### config.mk
export PLATFORM = sky130hd
export DESIGN_NAME = mem_arbiter_flat
export DESIGN_NICKNAME = d
export VERILOG_FILES = /design/src/rtl/mem_arbiter_if.sv /design/src/rtl/mem_arbiter.sv /design/src/flat_wrapper.sv
export SDC_FILE = /design/constraint.sdc
export NUM_CORES = 1
export LEC_CHECK = 0
export ABC_CLOCK_PERIOD_IN_PS = 2500
export BUFFER_PORTS_ARGS = -buffer_cell sky130_fd_sc_hd__buf_2
export CAP_MARGIN = 10
export CORE_AREA = 4 4 344 346
export DETAILED_ROUTE_END_ITERATION = 8
export DIE_AREA = 0 0 348 350
export PLACE_DENSITY = 0.46
export SLEW_MARGIN = 5
export SYNTH_ARGS = -nofsm -noshare
export SYNTH_HDL_FRONTEND = slang
export SYNTH_SLANG_ARGS = --single-unit
### constraint.sdc
create_clock -name clock -period 2.5 [get_ports clock]
set_input_delay 0 -clock clock [delete_from_list [all_inputs] [get_ports clock]]
set_output_delay 0 -clock clock [all_outputs]
set_load 0.05 [all_outputs]
### src/rtl/mem_arbiter_if.sv
// mem_arbiter_if: bundles the two requester ports and the shared memory port
// of mem_arbiter.
//   p0_*/p1_*  : requester side (addr, wdata, rw, valid in; rdata, ready out)
//   mem_*      : memory side (addr, wdata, rw, valid out; rdata, ready in)
// Modports:
//   slave  - the arbiter itself
//   master - the environment (cache controllers plus main memory)
interface mem_arbiter_if #(
  parameter int ADDR_W = 32,
  parameter int LINE_W = 128
);
  logic [ADDR_W-1:0] p0_addr,  p1_addr;
  logic [LINE_W-1:0] p0_wdata, p1_wdata;
  logic              p0_rw,    p1_rw;
  logic              p0_valid, p1_valid;
  logic [LINE_W-1:0] p0_rdata, p1_rdata;
  logic              p0_ready, p1_ready;
  logic [ADDR_W-1:0] mem_addr;
  logic [LINE_W-1:0] mem_wdata;
  logic              mem_rw;
  logic              mem_valid;
  logic [LINE_W-1:0] mem_rdata;
  logic              mem_ready;

  modport slave (
    input  p0_addr, p0_wdata, p0_rw, p0_valid,
    input  p1_addr, p1_wdata, p1_rw, p1_valid,
    output p0_rdata, p0_ready, p1_rdata, p1_ready,
    output mem_addr, mem_wdata, mem_rw, mem_valid,
    input  mem_rdata, mem_ready
  );

  modport master (
    output p0_addr, p0_wdata, p0_rw, p0_valid,
    output p1_addr, p1_wdata, p1_rw, p1_valid,
    input  p0_rdata, p0_ready, p1_rdata, p1_ready,
    input  mem_addr, mem_wdata, mem_rw, mem_valid,
    output mem_rdata, mem_ready
  );
endinterface

### src/rtl/mem_arbiter.sv
// mem_arbiter: shares one main-memory port between two cache controllers.
// Each requester pulses valid for one cycle; the request is latched, granted
// round-robin and issued to memory as a one-cycle mem_valid pulse. The port's
// ready returns high when memory finishes (mem_valid low, mem_ready high).
// Ports:
//   clock, reset_n   : clock, asynchronous active-low reset
//   bus (slave)      : p0_*/p1_* requester ports and mem_* memory port
//   grant_id         : port owning memory (last granted when idle)
//   busy             : high while a transfer is outstanding
//   timeout_err      : sticky watchdog error
// Optional feature: define MEM_ARB_TIMEOUT_EN to enable a watchdog that forces
// completion (rdata=0) after TIMEOUT_CYCLES cycles in WAIT.

// Per-port capture slot: holds one request until granted and owns the port's
// ready/rdata outputs.
module mem_arb_port #(
  parameter type req_t  = logic,
  parameter int  LINE_W = 128
) (
  input  logic              clock,
  input  logic              reset_n,
  input  logic              vld,
  input  req_t              req,
  input  logic              grant,
  input  logic              done,
  input  logic              load,
  input  logic [LINE_W-1:0] rdata_in,
  output logic              pending,
  output req_t              cap,
  output logic              ready,
  output logic [LINE_W-1:0] rdata
);
  logic take;
  // A pulse while a request is still queued is dropped; the first one wins.
  assign take = vld && !pending;

  always_ff @(posedge clock or negedge reset_n) begin
    if (!reset_n) begin
      pending <= 1'b0;
      cap     <= '0;
      ready   <= 1'b1;
      rdata   <= '0;
    end else begin
      if (take) begin
        pending <= 1'b1;
        cap     <= req;
      end else if (grant) begin
        pending <= 1'b0;
      end
      if (take)      ready <= 1'b0;
      else if (done) ready <= 1'b1;
      if (done && load) rdata <= rdata_in;
    end
  end
endmodule

module mem_arbiter #(
  parameter int ADDR_W         = 32,
  parameter int LINE_W         = 128,
  parameter int TIMEOUT_CYCLES = 255
) (
  input  logic          clock,
  input  logic          reset_n,
  mem_arbiter_if.slave  bus,
  output logic          grant_id,
  output logic          busy,
  output logic          timeout_err
);
  localparam int NUM_PORTS = 2;

  typedef struct packed {
    logic [ADDR_W-1:0] addr;
    logic [LINE_W-1:0] wdata;
    logic              rw;
  } req_t;

  typedef enum logic {S_IDLE, S_WAIT} state_t;

  state_t                       state, state_nxt;
  logic                         prio;
  logic                         gnt_fire, gnt_sel;
  logic                         real_done, tmo_hit, tmo_force, finish;
  logic [NUM_PORTS-1:0]         req_vld, pending, ready, gnt_vec, done_vec;
  req_t [NUM_PORTS-1:0]         req_in, cap;
  logic [NUM_PORTS-1:0][LINE_W-1:0] rdata;
  logic                         load;
  logic [LINE_W-1:0]            rdata_in;

  assign req_vld   = {bus.p1_valid, bus.p0_valid};
  assign req_in[0] = {bus.p0_addr, bus.p0_wdata, bus.p0_rw};
  assign req_in[1] = {bus.p1_addr, bus.p1_wdata, bus.p1_rw};
  assign bus.p0_ready = ready[0];
  assign bus.p1_ready = ready[1];
  assign bus.p0_rdata = rdata[0];
  assign bus.p1_rdata = rdata[1];
  assign busy = (state == S_WAIT);

  always_ff @(posedge clock or negedge reset_n) begin
    if (!reset_n) state <= S_IDLE;
    else          state <= state_nxt;
  end

  always_comb begin
    state_nxt = state;
    gnt_fire  = 1'b0;
    gnt_sel   = prio;
    real_done = 1'b0;
    case (state)
      S_IDLE: if (|pending) begin
        gnt_fire  = 1'b1;
        // Pointer only matters when both wait; otherwise take the lone one.
        gnt_sel   = (&pending) ? prio : pending[1];
        state_nxt = S_WAIT;
      end
      S_WAIT: begin
        // mem_valid is still high in the first WAIT cycle, so a stale
        // mem_ready from the previous transfer cannot complete this one.
        real_done = !bus.mem_valid && bus.mem_ready;
        if (real_done || tmo_hit) state_nxt = S_IDLE;
      end
      default: state_nxt = S_IDLE;
    endcase
  end

  assign tmo_force = tmo_hit && !real_done;
  assign finish    = real_done || tmo_hit;
  assign gnt_vec   = gnt_fire ? (NUM_PORTS'(1) << gnt_sel) : '0;
  assign done_vec  = finish ? (NUM_PORTS'(1) << grant_id) : '0;
  // mem_rw holds the granted direction for the whole transfer; the capture
  // slot may already have been refilled by a new request.
  assign load      = tmo_force || !bus.mem_rw;
  assign rdata_in  = tmo_force ? '0 : bus.mem_rdata;

  always_ff @(posedge clock or negedge reset_n) begin
    if (!reset_n) begin
      bus.mem_addr  <= '0;
      bus.mem_wdata <= '0;
      bus.mem_rw    <= 1'b0;
      bus.mem_valid <= 1'b0;
      grant_id      <= 1'b0;
      prio          <= 1'b0;
    end else begin
      bus.mem_valid <= gnt_fire;
      if (gnt_fire) begin
        bus.mem_addr  <= cap[gnt_sel].addr;
        bus.mem_wdata <= cap[gnt_sel].wdata;
        bus.mem_rw    <= cap[gnt_sel].rw;
        grant_id      <= gnt_sel;
        prio          <= ~gnt_sel;
      end
    end
  end

  for (genvar i = 0; i < NUM_PORTS; i++) begin : g_port
    mem_arb_port #(.req_t(req_t), .LINE_W(LINE_W)) u_port (
      .clock    (clock),
      .reset_n  (reset_n),
      .vld      (req_vld[i]),
      .req      (req_in[i]),
      .grant    (gnt_vec[i]),
      .done     (done_vec[i]),
      .load     (load),
      .rdata_in (rdata_in),
      .pending  (pending[i]),
      .cap      (cap[i]),
      .ready    (ready[i]),
      .rdata    (rdata[i])
    );
  end

`ifdef MEM_ARB_TIMEOUT_EN
  localparam int TMO_W = ($clog2(TIMEOUT_CYCLES + 1) > 8) ? $clog2(TIMEOUT_CYCLES + 1) : 8;
  logic [TMO_W-1:0] tmo_cnt;

  // Counter holds the number of WAIT cycles already elapsed; the last one
  // fires when it reads TIMEOUT_CYCLES-1.
  assign tmo_hit = (state == S_WAIT) && (tmo_cnt == TMO_W'(TIMEOUT_CYCLES - 1));

  always_ff @(posedge clock or negedge reset_n) begin
    if (!reset_n) begin
      tmo_cnt     <= '0;
      timeout_err <= 1'b0;
    end else begin
      if (gnt_fire)              tmo_cnt <= '0;
      else if (state == S_WAIT)  tmo_cnt <= tmo_cnt + 1'b1;
      if (tmo_force) timeout_err <= 1'b1;
    end
  end
`else
  assign tmo_hit     = 1'b0;
  assign timeout_err = 1'b0;
`endif
endmodule
### src/flat_wrapper.sv
// flat-port wrapper written by rule: the top's interface ports become plain ports
module mem_arbiter_flat 
#(
  parameter int ADDR_W         = 32,
  parameter int LINE_W         = 128,
  parameter int TIMEOUT_CYCLES = 255
)
  (clock, reset_n, grant_id, busy, timeout_err, bus_p0_addr, bus_p0_wdata, bus_p0_rw, bus_p0_valid, bus_p1_addr, bus_p1_wdata, bus_p1_rw, bus_p1_valid, bus_p0_rdata, bus_p0_ready, bus_p1_rdata, bus_p1_ready, bus_mem_addr, bus_mem_wdata, bus_mem_rw, bus_mem_valid, bus_mem_rdata, bus_mem_ready);
  mem_arbiter_if #(.ADDR_W(ADDR_W), .LINE_W(LINE_W)) bus_i ();
  input  logic clock;
  input  logic reset_n;
  output logic grant_id;
  output logic busy;
  output logic timeout_err;
  input wire logic [$bits(bus_i.p0_addr)-1:0] bus_p0_addr;
  input wire logic [$bits(bus_i.p0_wdata)-1:0] bus_p0_wdata;
  input wire logic [$bits(bus_i.p0_rw)-1:0] bus_p0_rw;
  input wire logic [$bits(bus_i.p0_valid)-1:0] bus_p0_valid;
  input wire logic [$bits(bus_i.p1_addr)-1:0] bus_p1_addr;
  input wire logic [$bits(bus_i.p1_wdata)-1:0] bus_p1_wdata;
  input wire logic [$bits(bus_i.p1_rw)-1:0] bus_p1_rw;
  input wire logic [$bits(bus_i.p1_valid)-1:0] bus_p1_valid;
  output wire logic [$bits(bus_i.p0_rdata)-1:0] bus_p0_rdata;
  output wire logic [$bits(bus_i.p0_ready)-1:0] bus_p0_ready;
  output wire logic [$bits(bus_i.p1_rdata)-1:0] bus_p1_rdata;
  output wire logic [$bits(bus_i.p1_ready)-1:0] bus_p1_ready;
  output wire logic [$bits(bus_i.mem_addr)-1:0] bus_mem_addr;
  output wire logic [$bits(bus_i.mem_wdata)-1:0] bus_mem_wdata;
  output wire logic [$bits(bus_i.mem_rw)-1:0] bus_mem_rw;
  output wire logic [$bits(bus_i.mem_valid)-1:0] bus_mem_valid;
  input wire logic [$bits(bus_i.mem_rdata)-1:0] bus_mem_rdata;
  input wire logic [$bits(bus_i.mem_ready)-1:0] bus_mem_ready;
  assign bus_i.p0_addr = bus_p0_addr;
  assign bus_i.p0_wdata = bus_p0_wdata;
  assign bus_i.p0_rw = bus_p0_rw;
  assign bus_i.p0_valid = bus_p0_valid;
  assign bus_i.p1_addr = bus_p1_addr;
  assign bus_i.p1_wdata = bus_p1_wdata;
  assign bus_i.p1_rw = bus_p1_rw;
  assign bus_i.p1_valid = bus_p1_valid;
  assign bus_p0_rdata = bus_i.p0_rdata;
  assign bus_p0_ready = bus_i.p0_ready;
  assign bus_p1_rdata = bus_i.p1_rdata;
  assign bus_p1_ready = bus_i.p1_ready;
  assign bus_mem_addr = bus_i.mem_addr;
  assign bus_mem_wdata = bus_i.mem_wdata;
  assign bus_mem_rw = bus_i.mem_rw;
  assign bus_mem_valid = bus_i.mem_valid;
  assign bus_i.mem_rdata = bus_mem_rdata;
  assign bus_i.mem_ready = bus_mem_ready;
  mem_arbiter #(.ADDR_W(ADDR_W), .LINE_W(LINE_W), .TIMEOUT_CYCLES(TIMEOUT_CYCLES)) u_core (.clock(clock), .reset_n(reset_n), .bus(bus_i), .grant_id(grant_id), .busy(busy), .timeout_err(timeout_err));
endmodule
## After elaboration in Yosys (flattened, before gate mapping)

Cells that the tools add are included.

- Bits in registers: 747
- Input bits: 455

- Magnitude comparators: 1
- Shift operators: 2
- Muxes and demuxes: 20
- Bitwise gates (word level): 2
- Reduce and logical (&&, ||, !) cells: 15

Operator list:

| cell | number |
|---|---|
| $mux 161 | 2 |
| $mux 1 | 15 |
| $reduce_bool 2->1 | 4 |
| $logic_and 1x1->1 | 5 |
| $logic_not 1->1 | 4 |
| $mux 2 | 2 |
| $shl 1x1->2 const A | 2 |
| $lt 1x2->1 const B | 1 |
| $not 1->1 | 2 |
| $pmux 1 s2 | 1 |
| $reduce_and 2->1 | 1 |
| $reduce_or 2->1 | 1 |

## Longest topological paths before layout

Gate-level depths: netlist (run 1).

- Depth in word-level cells: 8
- Gate-level depth with buffers: 6
- Depth with buffers taken out: 3

## Hierarchy

Synthesis (run 1) repeated with hierarchy kept, for this count alone.

- Cell total of the unflattened synthesis: 1,794
- Area total of the unflattened synthesis: 29,395.7 µm²

By module, submodules not included:

| module | times used | cells an instance | area an instance (µm²) |
|---|---|---|---|
| mem_arb_port | 2 | 618 | 11,151.9 |
| mem_arbiter | 1 | 558 | 7,091.8 |

## Worst setup path after synthesis (run 1)

OpenSTA, ideal clock, no wires.

- Path type: register to register
- Start: reg u_core.state, in the netlist u_core.busy
- End: reg u_core.g_port[1].u_port.rdata[37]
- Library setup time: 128 ps
- Arrival: 1,736 ps
- Path slack: 637 ps
- Cell stages (with the launch flop): 6
- Buffers on the path: 2
- Clock period less this slack: 1,863 ps
- Path through: dfrtp_1 nand3b_2 nor3_2 buf_6 buf_4 mux2_1

- Word-level cells in the longest chain between the ends: 3

RTL lines:

| element | line | source |
|---|---|---|
| start: declaration | mem_arbiter.sv:79 | `state_t state, state_nxt;` |
| start signal: assignment | mem_arbiter.sv:100 | `else state <= state_nxt;` |
| $mux 1 | mem_arbiter.sv:108 | `case (state)` |
| $mux 2 | mem_arbiter.sv:128 | `assign done_vec = finish ? (NUM_PORTS'(1) << grant_id) : '0;` |
| $logic_and 1x1->1 | mem_arbiter.sv:52 | `if (done && load) rdata <= rdata_in;` |
| end signal: assignment | mem_arbiter.sv:52 |  |
| end: declaration | mem_arbiter.sv:31 | `output logic [LINE_W-1:0] rdata` |

Every way passes these cells.
A chain may end at the register's enable or synchronous reset.

## Worst setup path in the final report (run 1)

- Start: reg u_core.state, in the netlist u_core.busy
- End: reg u_core.g_port[1].u_port.rdata[63]

Same word-level chain as after synthesis.

==> results of run 1 <==
power by group through the flow:
stage                     logic, W  registers, W  clock network (W)
after floorplan            0.00975        0.0328                  0
after CTS                   0.0304        0.0218             0.0131
after detailed placement    0.0295        0.0220                  0
final                       0.0299        0.0218             0.0127
after global placement      0.0291        0.0217                  0
after global routing        0.0316        0.0225             0.0136
metal layers:
metal  global-route usage (%)  vias to the layer above
li1                         -                     9348
met1                     18.9                    10591
met4                     4.71                        2
met2                     28.8                      702
met3                     4.26                      131
met5                        0                        -
area by class of cell:
type	count	area, sq um	share of cell area, %
well taps	1524	1910	4.45
clock buffers	122	2480	5.78
flip-flops and latches	747	18700	43.6
repair buffers	1426	10000	23.4
diodes	10	25.0	0.0584
multi-input cells	921	9330	21.8
inverters	4	15.0	0.0350
clock inverters	31	378	0.882
metrics by stage:
step	hold WS [ps]	utilization [%]	std cells	setup slack (ps)	power, W
2_1_floorplan	-296	-	1791	637	0.0426
3_3_place_gp	48.1	30.5	4153	534	0.0508
3_5_place_dp	44.2	30.5	4153	467	0.0515
4_1_cts	0.0606	37.1	4775	457	0.0654
5_1_grt	31.1	37.1	4783	382	0.0677
6_report	62.8	37.1	4785	462	0.0644
logic make-up (layout without fill, tap and decap cells):
kind of cell           count (synthesis)  after routing  synth area share (%)
DFF                                  747            747                  64.9
AOI/OAI and AO/OA                    170            170                  5.80
muxes                                578            578                  22.6
other                                  1             11                0.0130
buffers and inverters                123           1583                  2.99
and+or+nand+nor                      172            172                  3.76
registers in the layout, summed over array words and instances, names as in the netlist:
name / count
u_core.bus.mem_addr: 32
u_core.bus.mem_rw: 1
u_core.bus.mem_valid: 1
u_core.bus.mem_wdata: 128
u_core.busy: 1
u_core.g_port.u_port.cap: 322
u_core.g_port.u_port.pending: 2
u_core.g_port.u_port.rdata: 256
u_core.g_port.u_port.ready: 2
u_core.grant_id: 1
u_core.prio: 1
layout by cell type, fill, tap and decap left out, types with 2 or more instances in the layout:
cell type	netlist	routed
buf_2	50	875
dfrtp_1	745	745
mux2_2	486	486
dlygate4sd3_1	0	468
a221o_1	161	161
and2_1	134	134
mux2_1	92	92
clkbuf_16	0	86
buf_4	14	56
and2_0	27	27
buf_12	0	25
clkbuf_8	0	19
clkbuf_1	16	17
clkinv_2	0	16
diode_2	0	10
bufinv_16	0	6
inv_1	4	4
inv_16	0	3
inv_6	0	3
nor2b_4	0	2
nor3_4	0	2
nor2_1	2	2
a21oi_1	2	2
o21ai_0	2	2
clkinvlp_4	0	2
dfstp_2	2	2
worst paths after layout:
| check | end | slack (ps) | cells after the start |
|---|---|---|---|
| max in group asynchronous | u_core.bus.mem_wdata[104] | 1670 | 3 |
| worst min-delay path | u_core.g_port[1].u_port.cap[125] | 60 | 4 |
| worst max register to register | u_core.g_port[1].u_port.rdata[63] | 460 | 5 |
| worst max-delay path | u_core.g_port[1].u_port.rdata[63] | 460 | 5 |
| worst min register to register | u_core.g_port[1].u_port.rdata[118] | 480 | 1 |
| min in group asynchronous | u_core.g_port[0].u_port.cap[135] | 220 | 3 |
worst register-to-register path, delay by kind of cell (launching register included):
kind | cells | cell delay, ps
buffers and inverters | 2 | 600
flip-flops | 1 | 530
AND/OR/NAND/NOR | 2 | 430
multiplexers | 1 | 350
==> impl_metrics.toml, run 1 <==
[sta]
setup_viol = 0
rsz0062_at_grt = "no"
hold_viol_final = 0
period_needed_ps = 2040
post-route-period-util_pct = 81.5
tightest_slew_ps = 690
setup_tns_ps = 0
maxSlewViolCount = 0
clock.fmax_mhz = 491
maxSlewHeadroom_pct = 54.0
clock_skew_ps = 22.8

[critical_path]
crit_buf_inv = 2
cp_slowest_cell = "dfrtp_1"
crit_family = "buffers and inverters"
worstPathRequired_ps = 3010
worst_path_largest_cell_delay_ps = 530
end_kind = "flip-flop"
crit_arrival_ps = 2550
crit_path_start_kind = "flip-flop"
worstPathMaxFanout = 39
crit_type = "reg -> reg"
cp-startpoint = "u_core.busy"
reg2reg_from = "u_core.busy"
crit_chain = "nand3b_2 -> nor3_4 -> buf_12 -> buf_4 -> mux2_2"

[detailed_routing]
drt-met1-wl_microns = 40300
wl_met2_microns = 51500
highest_layer = "met5"
vias = 20774
drtIter0Drc = 886
firstDrtPassIters = 5
wire_per_inst_microns = 21.1
routed_wl_microns = 101000
via_per_inst = 4.34
ant_nets = 0
dr_wl_met3_microns = 6760
drc = 0

[yosys]
synth_area_sq_mm = 0.0288
synth-edff-count = 0
synth_common_cells = "dfrtp_1 (745), mux2_2 (486), a221o_1 (161)"
async_flop_share_pct = 100
seq_area_frac_synth_pct = 64.9
yosysMostFrequentCell = "dfrtp_1"
synth_cell_types = 29
synth_seq_cells = 747
postSynthAreaPerCell_sq_um = 16.1
synth_top_cell_area_share_pct = 64.7
synth_top_area_cell = "dfrtp_1"
synthTopCellsByArea = "dfrtp_1 (65%), mux2_2 (19%), a221o_1 (5.6%)"
synth-main-ff-cell = "dfrtp_1"
syn_inst = 1791
ys_warn_count = 0
syn_nets = 2246

[floorplanning]
start_util_pct = 25.0
die_h_microns = 350
dieArea_sq_mm = 0.122
fp.dieW_microns = 348
core_sq_mm = 0.115
rows = 125
io-pin-count = 878

[run_status]
status = "complete, no violations"

[place]
placed_cell_area_sq_mm = 0.0353
place.gp.congestion = 0.852
post-dp-hpwl_microns = 73000
io_buffers = 876

[power]
leakagePower_nw = 19.6
peakVddDrop_mv = 0.857
p_comb_share_pct = 46.5
p_per_area_mw_per_mm2 = 1500
p_seq_share_pct = 33.8
pwr-share-clk_pct = 19.7
switchingPower_w = 0.0284
swShare_pct = 44.1
intPower_w = 0.0360

[cts]
cts_resized = 0
path_clk_slew_ps = 60
clockRootBuffer = "clkbuf_16"
cts_max_path_buffers = 3
postCtsSetupBuffers = 0
htree_levels = 3
cts_tree = "built"
clock-sinks = 747
clk_latency_ps = 650
numCtsBuffers = 85
ctsHoldBuffers = 469

[finish]
fillers = 11121
drive_gt1_share_pct = 48.9
stdcell_area_sq_mm = 0.0428
final_net_count = 3640
areaGrowthSynthToFinish_pct = 48.6

[global_route]
grt_overflow = 0
grt_max_degree = 88
grt_pass1_vias = 23501
grt_antenna_before_repair = 13
grt_usage_pct = 16.1
grt_first_pass_wirelength_microns = 150000

[min_path]
min_path_type = "in -> reg"
min_from = "bus_p1_valid"

[flow_run]
cap_viol_max_count = 0
Note: power is estimated with default switching activity, not from simulation.
==> run 2, diff against run 1 <==
Settings changed: ABC_CLOCK_PERIOD_IN_PS 2500 to 1650, PLACE_DENSITY 0.46 to 0.47.
Clock period 2.5 ns to 1.65 ns, I/O delays scaled along.
==> run 2 against run 1 <==
Effect of this change: the run now ends with setup timing left; critical path depth is 1 higher; first-iteration DRC count is 29% higher; clock power grew 55%; count of clock-buffer cells in the layout down 1; die area is the same; combinational power rose by 76%; sequential share of layout area is 2.9 points lower; non-clock buffer count rose by 90; sequential power grew 53%; critical path type unchanged; largest power group unchanged.
==> impl_metrics.toml, run 2 (synthesized netlist as in run 1, its figures left out) <==
[place]
post-dp-hpwl_microns = 73700
place.gp.congestion = 0.821
placed_cell_area_sq_mm = 0.0359
io_buffers = 876
dpl_worst_slack_ps = -154

[cts]
cts_max_path_buffers = 3
clk_latency_ps = 660
clockRootBuffer = "clkbuf_16"
clock-sinks = 747
numCtsBuffers = 87
cts_tree = "built"
htree_levels = 3
path_clk_slew_ps = 60

[critical_path]
crit_chain = "nand3b_4 -> nor3_4 -> buf_12 -> clkbuf_16 -> clkbuf_16 -> mux2_4"
cp-startpoint = "u_core.bus.mem_valid"
reg2reg_from = "u_core.bus.mem_valid"
crit_path_frequent_cell = "clkbuf_16"
ff2ff_path_depth = 6
crit_buf_inv = 3
worstPathMaxFanout = 8
worst_path_largest_cell_delay_ps = 390
crit_arrival_ps = 2280
crit_type = "reg -> reg"
crit_family = "buffers and inverters"
worstPathRequired_ps = 2170
cp_slowest_cell = "dfrtp_2"
crit_path_start_kind = "flip-flop"
end_kind = "flip-flop"
path_depth = 6

[detailed_routing]
drc = 0
ant_nets = 0
routed_wl_microns = 112000
via_per_inst = 4.47
firstDrtPassIters = 8
wire_per_inst_microns = 22.9
drtIter0Drc = 1146
vias = 21796

[power]
power_w = 0.106
p_per_area_mw_per_mm2 = 2300
leakagePower_nw = 21.3
peakVddDrop_mv = 1.09

[sta]
maxSlewHeadroom_pct = 33.0
hold_viol_final = 0
maxSlewViolCount = 0
period_needed_ps = 1760
post-route-period-util_pct = 107
tightest_slew_ps = 1000
fin_ws_ps = -110
clock.fmax_mhz = 568
clock_skew_ps = 25.9
rsz0062_at_grt = "yes"
setup_viol = 362

[finish]
top_regs = "u_core.g_port.u_port.cap: 322 flops, u_core.g_port.u_port.rdata: 256 flops, u_core.bus.mem_wdata: 128 flops"
largest_reg_flops = 322
drive_gt1_share_pct = 53.8
top_register = "u_core.g_port.u_port.cap"
final_cell_mix = "buf_2 (874), dfrtp_1 (739), dlygate4sd3_1 (455), mux2_2 (330), mux2_4 (248)"
stdcell_area_sq_mm = 0.0460
areaGrowthSynthToFinish_pct = 59.4
final_net_count = 3732
final_common_cell = "buf_2"

[floorplanning]
die_h_microns = 350
dieArea_sq_mm = 0.122
core_sq_mm = 0.115
io-pin-count = 878
start_util_pct = 25.0
rows = 125
fp.dieW_microns = 348

[global_route]
grt_antenna_before_repair = 17
grt_first_pass_wirelength_microns = 153000
grt_max_degree = 82
grt_overflow = 0
grt_usage_pct = 16.5
grt_pass1_vias = 23637

[run_status]
violations = "setup timing"
status = "finished with violations"

[flow_run]
cap_viol_max_count = 0

[min_path]
min_path_type = "in -> async"
## run 2: changes by cell type in the layout (fill, tap and decap cells not counted), moves of 5 or more
cell / before / now
dlygate4sd3_1: 468 / 455
buf_6: 0 / 12
clkbuf_16: 86 / 116
buf_12: 25 / 59
mux2_2: 486 / 330
buf_16: 1 / 19
dfrtp_1: 745 / 739
buf_8: 1 / 10
and2_4: 0 / 5
mux2_1: 92 / 0
dfrtp_2: 0 / 6
mux2_4: 0 / 248
## run 2: path summary, 6_finish.rpt
path                                                      end  slack [ps]
setup / recovery           u_core.g_port[1].u_port.rdata[110]        -110
hold / removal               u_core.g_port[1].u_port.cap[153]          60
setup reg to reg           u_core.g_port[1].u_port.rdata[110]        -110
hold reg to reg                      u_core.bus.mem_wdata[67]         480
max in group asynchronous            u_core.bus.mem_wdata[31]         180
min in group clock           u_core.g_port[0].u_port.cap[157]         110
## run 2: tightest hold or removal path, stage by stage
cell and delay, ps:
dlygate4sd3_1 560, buf_8 230, buf_4 290
## run 2: layer usage
| metal | global-route usage, % | routed length [microns] | vias up |
|---|---|---|---|
| li1 | - | - | 9527 |
| met1 | 19.8 | 46300 | 11272 |
| met2 | 27.8 | 53500 | 801 |
| met3 | 4.70 | 7740 | 192 |
| met4 | 7.02 | 4110 | 4 |
| met5 | 0 | 22 | - |
## run 2: layout make-up
class                      instances  area, sq um
timing repair buffer            1516        12100
tap                             1524         1910
clock buffer                     121         2480
multi-input combinational        921        10300
clock inverter                    35          472
sequential                       747        18700
fill                           10830        69500
antenna                           13         32.5
inverter                           4         15.0
## run 2: power by group
part | switching, W | leakage (nW) | internal, W
registers | 0.00552 | 8.90 | 0.0278
clock network | 0.00814 | 1.43 | 0.0115
logic | 0.0320 | 11.0 | 0.0207
## run 2: what timing repair did
action	4_1_cts	5_1_grt
cloned	6	35
resized for setup	36	308
endpoints found under the setup margin	395	457
pin swaps	1	19
endpoints found under the hold margin	1330	2
hold buffers	454	1
setup buffers	11	16
## run 2: stage by stage
stage          TNS, ps  utilization [%]  instances  hold WS (ps)
3_5_place_dp    -22110             31.1       4190         -59.7
6_report        -16680             39.8       4881          64.0
4_1_cts         -16720             38.0       4817          -448
3_3_place_gp    -14660             31.1       4190         -66.6
2_1_floorplan    -2020                -       1791          -296
5_1_grt         -45200             39.8       4881          66.6
